### config.mk
export PLATFORM = sky130hd
export DESIGN_NAME = hazard_mem_controller
export DESIGN_NICKNAME = d
export VERILOG_FILES = /design/src/rtl/hazard_mem_controller.sv
export SDC_FILE = /design/constraint.sdc
export NUM_CORES = 1
export LEC_CHECK = 0
export CORE_MARGIN = 2
export CORE_UTILIZATION = 30
export CTS_CLUSTER_DIAMETER = 60
export DETAILED_ROUTE_END_ITERATION = 10
export GPL_ROUTABILITY_DRIVEN = 0
export PLACE_DENSITY = 0.74
export SYNTH_ARGS = -nofsm -noshare
export SYNTH_HDL_FRONTEND = slang
export SYNTH_SLANG_ARGS = --single-unit
### constraint.sdc
create_clock -name clk -period 1.8 [get_ports clk]
set_input_delay 0.45 -clock clk [delete_from_list [all_inputs] [get_ports clk]]
set_output_delay 0.45 -clock clk [all_outputs]
set_load 0.01 [all_outputs]
### src/rtl/hazard_mem_controller.sv
// hazard_mem_controller
//  Hazard and sequencing control for the 5-stage RISC-V pipeline. It produces the
//  stall, flush and forwarding controls for the F/D/E/M/W pipeline registers. It
//  also runs an IDLE/WAIT handshake FSM that freezes the pipeline while a
//  multi-cycle data memory access is outstanding, bubbling MEM->WB until the data
//  returns or the access times out.
//  Ports:
//   clk, rst                      clock (rising edge), async active-high reset
//   Rs1D, Rs2D / Rs1E, Rs2E       source registers in Decode / Execute
//   RdE, RdM, RdW                 destination registers in E / M / W
//   ResultSrcE                    2'b01 marks a load in Execute
//   RegWriteM, RegWriteW          M / W instruction writes the register file
//   PCSrcE                        taken branch/jump resolved in Execute
//   MemReqM, MemReadyM            data memory request / completion
//   StallF..StallM                hold the corresponding pipeline register
//   FlushD, FlushE, FlushW        clear the corresponding pipeline register
//   ForwardAE, ForwardBE          00 RF, 10 from M, 01 from W
//   MemStartM                     one-cycle request strobe to data memory
//   MemErr                        sticky access-timeout flag
//   StallCycles                   saturating count of stalled cycles
module hazard_mem_controller #(
    parameter int unsigned CNT_W    = 16,
    parameter int unsigned MAX_WAIT = 15
) (
    input  logic             clk,
    input  logic             rst,
    input  logic [4:0]       Rs1D,
    input  logic [4:0]       Rs2D,
    input  logic [4:0]       Rs1E,
    input  logic [4:0]       Rs2E,
    input  logic [4:0]       RdE,
    input  logic [4:0]       RdM,
    input  logic [4:0]       RdW,
    input  logic [1:0]       ResultSrcE,
    input  logic             RegWriteM,
    input  logic             RegWriteW,
    input  logic             PCSrcE,
    input  logic             MemReqM,
    input  logic             MemReadyM,
    output logic             StallF,
    output logic             StallD,
    output logic             StallE,
    output logic             StallM,
    output logic             FlushD,
    output logic             FlushE,
    output logic             FlushW,
    output logic [1:0]       ForwardAE,
    output logic [1:0]       ForwardBE,
    output logic             MemStartM,
    output logic             MemErr,
    output logic [CNT_W-1:0] StallCycles
);

    localparam int unsigned WCNT_W = $clog2(MAX_WAIT + 1);

    typedef enum logic [0:0] {
        S_IDLE = 1'b0,
        S_WAIT = 1'b1
    } state_t;

    state_t              state, next_state;
    logic [WCNT_W-1:0]   wcnt, next_wcnt;
    logic                mem_stall;
    logic                lw_stall;
    logic                set_err;

    // Operand forwarding; M has priority over W, x0 is never forwarded
    always_comb begin
        ForwardAE = 2'b00;
        ForwardBE = 2'b00;
        if (RegWriteM && (RdM != 5'd0) && (RdM == Rs1E))
            ForwardAE = 2'b10;
        else if (RegWriteW && (RdW != 5'd0) && (RdW == Rs1E))
            ForwardAE = 2'b01;
        if (RegWriteM && (RdM != 5'd0) && (RdM == Rs2E))
            ForwardBE = 2'b10;
        else if (RegWriteW && (RdW != 5'd0) && (RdW == Rs2E))
            ForwardBE = 2'b01;
    end

    // Load-use hazard: a load in E feeds an operand of the instruction in D
    always_comb begin
        lw_stall = (ResultSrcE == 2'b01) && (RdE != 5'd0) &&
                   ((RdE == Rs1D) || (RdE == Rs2D));
    end

    // Memory wait-state FSM: state register
    always_ff @(posedge clk or posedge rst) begin
        if (rst) begin
            state <= S_IDLE;
            wcnt  <= '0;
        end else begin
            state <= next_state;
            wcnt  <= next_wcnt;
        end
    end

    // Memory wait-state FSM: next state, strobe, stall and timeout
    always_comb begin
        next_state = state;
        next_wcnt  = wcnt;
        MemStartM  = 1'b0;
        mem_stall  = 1'b0;
        set_err    = 1'b0;
        unique case (state)
            S_IDLE: begin
                MemStartM = MemReqM;
                if (MemReqM && !MemReadyM) begin
                    mem_stall  = 1'b1;
                    next_state = S_WAIT;
                    next_wcnt  = '0;
                end
            end
            S_WAIT: begin
                // The held instruction keeps MemReqM high; no re-strobe here
                if (MemReadyM) begin
                    next_state = S_IDLE;
                end else if (wcnt == WCNT_W'(MAX_WAIT)) begin
                    // Abandon the access and let the pipeline move on
                    set_err    = 1'b1;
                    next_state = S_IDLE;
                end else begin
                    mem_stall = 1'b1;
                    next_wcnt = wcnt + WCNT_W'(1);
                end
            end
            default: begin
                next_state = S_IDLE;
                next_wcnt  = '0;
            end
        endcase
    end

    // Pipeline controls; an outstanding memory access overrides load-use and branch
    always_comb begin
        StallF = 1'b0;
        StallD = 1'b0;
        StallE = 1'b0;
        StallM = 1'b0;
        FlushD = 1'b0;
        FlushE = 1'b0;
        FlushW = 1'b0;
        if (mem_stall) begin
            StallF = 1'b1;
            StallD = 1'b1;
            StallE = 1'b1;
            StallM = 1'b1;
            FlushW = 1'b1;
        end else begin
            StallF = lw_stall;
            StallD = lw_stall;
            FlushD = PCSrcE;
            FlushE = lw_stall | PCSrcE;
        end
    end

    // Sticky timeout flag
    always_ff @(posedge clk or posedge rst) begin
        if (rst)
            MemErr <= 1'b0;
        else if (set_err)
            MemErr <= 1'b1;
    end

    // Saturating stall-cycle performance counter
    always_ff @(posedge clk or posedge rst) begin
        if (rst)
            StallCycles <= '0;
        else if ((mem_stall || lw_stall) && (StallCycles != {CNT_W{1'b1}}))
            StallCycles <= StallCycles + CNT_W'(1);
    end

endmodule

== Yosys cells after proc, flatten, opt, wreduce, memory -nomap -nowiden ==
Index checks and enable logic that the tools add are counted.
W data, S select, Z words.

* Multiplexer cells: 20
* Equal/unequal tests: 12
* Bitwise gates (word level): 2
* Add/sub/neg operators: 2
* Reduce and logical (&&, ||, !) cells: 17

{| class="wikitable"
|+ Operators by type and width
! cell !! count
|-
| $eq A5 B5 Y1 || 6
|-
| $add A16 B1 Y16 const B || 1
|-
| $ne A16 B16 Y1 const B || 1
|-
| $reduce_bool A5 Y1 || 3
|-
| $mux W1 || 13
|-
| $mux W4 || 3
|-
| $logic_and A1 B1 Y1 || 10
|-
| $pmux W4 S2 || 1
|-
| $ne A2 B2 Y1 const B || 3
|-
| $add A4 B1 Y4 const B || 1
|-
| $eq A4 B4 Y1 const B || 1
|-
| $mux W2 || 2
|-
| $reduce_and A3 Y1 || 1
|-
| $eq A2 B1 Y1 const B || 1
|-
| $logic_or A1 B1 Y1 || 2
|-
| $pmux W1 S2 || 1
|-
| $logic_not A1 Y1 || 1
|-
| $not A1 Y1 || 1
|-
| $or A1 B1 Y1 || 1
|}

* Output and inout bits: 29
* Logic and storage cells: 57
* Input port bits: 44
* Flip-flop bits (word level): 22

== Longest topological paths before layout ==
* Depth in word-level cells: 6
* Depth in mapped cells: 9
* Gate-level depth less buffers: 7

== Least setup slack after synthesis ==
OpenSTA, ideal clock, no wires.

* Kind: input to output
* Start point: input port RdM[1]
* End point: output port ForwardAE[0]
* Slack: -0.393 ns
* Arrival: 1.743 ns
* Stages on the path: 4
* Path through: or4_1 -> o21ai_0 -> nor4_1 -> nor4_1

* Cells in the longest elaborated chain, start to end: 4
* Elaborated cells on any way between the ends: 5

{| class="wikitable"
|+ Ends and longest elaborated chain
! what !! RTL line !! text
|-
| from (decl) || 32 || <nowiki>input logic [4:0] RdM,</nowiki>
|-
| $reduce_bool A5 Y1 || 71 || <nowiki>if (RegWriteM && (RdM != 5'd0) && (RdM == Rs1E))</nowiki>
|-
| $logic_and A1 B1 Y1 || 71 ||
|-
| $logic_and A1 B1 Y1 (*) || 71 ||
|-
| $mux W2 (*) || 71 ||
|-
| to (decl) || 47 || <nowiki>output logic [1:0] ForwardAE,</nowiki>
|}

Every way passes the cells marked *; elsewhere a longest branch is shown, timed or not.

== Worst setup path after layout ==
* Start point: input port RdM[2]
* End point: output port ForwardBE[0]

* Cells in the longest elaborated chain, start to end: 4
* Elaborated cells on any way between the ends: 5

{| class="wikitable"
|+ Ends and longest elaborated chain
! what !! RTL line !! text
|-
| $reduce_bool A5 Y1 || 75 || <nowiki>if (RegWriteM && (RdM != 5'd0) && (RdM == Rs2E))</nowiki>
|-
| $logic_and A1 B1 Y1 || 75 ||
|-
| $logic_and A1 B1 Y1 (*) || 75 ||
|-
| $mux W2 (*) || 75 ||
|-
| to (decl) || 48 || <nowiki>output logic [1:0] ForwardBE,</nowiki>
|}

Marked as above.

==> metrics.yaml <==
status:
  status: "complete, but fails checks"
  violations: "negative setup slack"
clock_network:
  root_buffer: "clkbuf_8"
  worst_skew_pair.late_latency_ns: 0.27
  cts.path.max_buffers: 2
  clock_sinks: 22
  path_clk_slew_ns: 0.08
  cts_hold_buffers: 0
  htree_levels: 1
  cts_tree: "built"
  cts-buffers-inserted: 3
yosys:
  ys.flop_type: "dfrtp_1"
  ys_types: 38
  synth_seq_cells: 22
  syn_inst: 154
  synth_area_per_cell_um2: 9.99
  synth_edf_count: 0
  synth.mux.area_fraction_pct: 2.20
  synth_top_family_by_area: "XOR/XNOR gates"
  yosysMostFrequentCell: "xor2_1"
  synth_simple_gate_area_share_pct: 20.8
  ys_top_cells_by_area: "dfrtp_1 36%, xor2_1 15%, xnor2_1 9.7%, nand3_1 2.6%, and3_1 2.4%"
  synth_fa_ha_area_share_pct: 1.63
  async_flop_share_pct: 100
  syn-num-nets: 200
  synthXorXnorAreaFrac_pct: 24.5
  seq_area_frac_synth_pct: 35.8
  synthTopCellsByCount: "26 x xor2_1, 22 x dfrtp_1, 17 x xnor2_1"
  synth.top_cell.area_share_pct: 35.8
  synth_compound_area_share_pct: 10.7
  syn_area_um2: 1540
  yosysWarnings: 0
  yosysTopAreaCell: "dfrtp_1"
detailed_routing:
  vias_per_cell: 4.68
  drc_errors: 0
  dr.first_iter.drc_count: 39
  wire_per_inst_um: 13.5
  postRouteAntennaNets: 0
  drt_wl_total_um: 4770
  route.vias.total: 1646
  drt_first_pass_iters: 4
timing:
  slew_headroom_pct: 73.0
  layout_setup_ws_ns: -0.382
  setup_viol: 26
  final_max_slew_viol_count: 0
  skew_ns: 0.00215
  rsz0062_at_grt: "true"
  fin_crit_ns: 2.18
  hold_viol: 0
  period_share_pct: 121
  worstMarginPinSlew_ns: 0.404
  max_freq_ghz: 0.458
power:
  irDropWorstVdd_mv: 0.364
  power_density_nw_per_um2: 587
  p_leak_nw: 1.59
floorplan:
  die_w_um: 75.6
  dieHeight_um: 75.6
  core-area_um2: 5010
  fp-row-count: 26
  pin_count: 73
  die-area_um2: 5710
  start_util_pct: 30.7
global_routing:
  grt_pass1_vias: 1666
  grt_pass1_wl_um: 7770
  antenna_found_initial: 0
  grt_max_degree: 23
  grt-ovfl-total: 0
  track_usage_pct: 17.5
run:
  max_cap_violations: 0
setup_path:
  arrival_ns: 1.73
  critPathKind: "in -> out"
  worst-path-max-fanout: 2
  worstPathRequired_ns: 1.35
  end_kind: "output pin"
  cp-start-kind: "input port"
layout:
  stdcell_count: 352
  num_antenna_cells: 0
  syn_to_final_growth_pct: 106
  layout.nets: 329
  drive_gt1_share_pct: 52.5
  utilization_pct: 63.3
place:
  io_buffer_count: 72
  dp_slack_ns: -1.23
  placedCellCount: 340
  place_hpwl_um: 3470
min_path:
  hold_class: "reg -> reg"
[stage by stage]
stage	total power, mW	hold slack, ns	cell area, µm²	TNS (ns)
floorplan	0.902	0.439	1580	-1.90
global placement	1.35	0.460	2720	-19.68
detailed placement	1.38	0.466	2720	-19.97
CTS	1.82	0.485	3000	-4.58
global route	1.97	0.526	3170	-5.75
finish	1.86	0.484	3170	-4.27
[final cells by class]
type                    instances  area [µm²]
repair buffers                131        1180
inverters                       3        13.8
fillers                       432        1840
multi-input cells             122        1280
well taps                      70        87.6
flip-flops and latches         22         551
clock buffers                   4        55.1
[routing by layer]
layer | share of wire [%] | wire length, µm | global-route usage, % | vias up
met5 | 0 | 0 | 0 | -
met4 | 0.48 | 23 | 2.34 | 0
met3 | 6.1 | 292 | 4.23 | 4
met2 | 54 | 2600 | 31.8 | 48
met1 | 39 | 1850 | 21.4 | 791
li1 | - | - | - | 803
[critical path, stage by stage]
cell and delay (ns):
buf_6 0.09, or4_4 0.53, o21ai_4 0.18, buf_4 0.14, nor4_4 0.04, nor4_4 0.12, buf_2 0.17
[power breakdown]
part           internal (mW)  switching (mW)  leakage (nW)
Clock                  0.195           0.172        0.0288
Combinational          0.515           0.374          1.26
Sequential             0.563          0.0407         0.295
Total                   1.27           0.587          1.59
[flip-flops by register name, indices dropped and copies added (netlist names)]
register / count
state: 1
wcnt: 4
StallCycles: 16
MemErr: 1
[final timing paths]
kind                            slack (ns)  startpoint  depth (start not counted)             end
worst max-delay path                 -0.38      RdM[2]                          7    ForwardBE[0]
worst min-delay path                  0.48      MemErr                          1          MemErr
worst max register to register       -0.18     wcnt[0]                          8  StallCycles[8]
worst min register to register        0.48      MemErr                          1          MemErr
max in group asynchronous             1.06         rst                          3  StallCycles[4]
min in group asynchronous             0.52         rst                          3          MemErr
[logic make-up (layout without fill, tap and decap cells)]
logic type,count (synthesis),in the layout
simple gates,54,54
xor+xnor,43,43
flops,22,22
compound gates,20,20
buf+inv,10,138
mux,3,3
fa+ha+maj,2,2
[cells in the final DEF (no fill, tap or decap), types with 2 or more instances in the layout]
| master | n |
|---|---|
| buf_4 | 45 |
| dfrtp_1 | 22 |
| xor2_1 | 22 |
| buf_6 | 22 |
| dlygate4sd2_1 | 16 |
| clkdlybuf4s50_1 | 15 |
| buf_2 | 10 |
| nor2_1 | 8 |
| xnor2_2 | 8 |
| xnor2_1 | 7 |
| clkbuf_2 | 7 |
| dlymetal6s2s_1 | 7 |
| nand4_1 | 6 |
| and3_1 | 5 |
| or4_4 | 5 |
| xor2_2 | 4 |
| a22o_1 | 4 |
| nor4_4 | 4 |
| clkbuf_8 | 4 |
| o21ai_4 | 3 |
| nand2_4 | 3 |
| nand3_4 | 3 |
| nand3_1 | 3 |
| o21ai_0 | 3 |
| buf_8 | 3 |
| clkdlybuf4s15_1 | 3 |
| and3_4 | 2 |
| nor3_2 | 2 |
| and4_1 | 2 |
| mux2_4 | 2 |
| inv_1 | 2 |
| nor2b_1 | 2 |
| nand3_2 | 2 |
| xnor2_4 | 2 |
| ha_2 | 2 |
[what timing repair did]
action | CTS | global route
endpoints found under the hold margin | 0 | 0
buffers inserted | 7 | 3
cloned | 1 | 0
setup endpoints to repair | 28 | 29
pin swaps | 57 | 22
resized for setup | 180 | 58
Power figures use the tool's default switching activity.
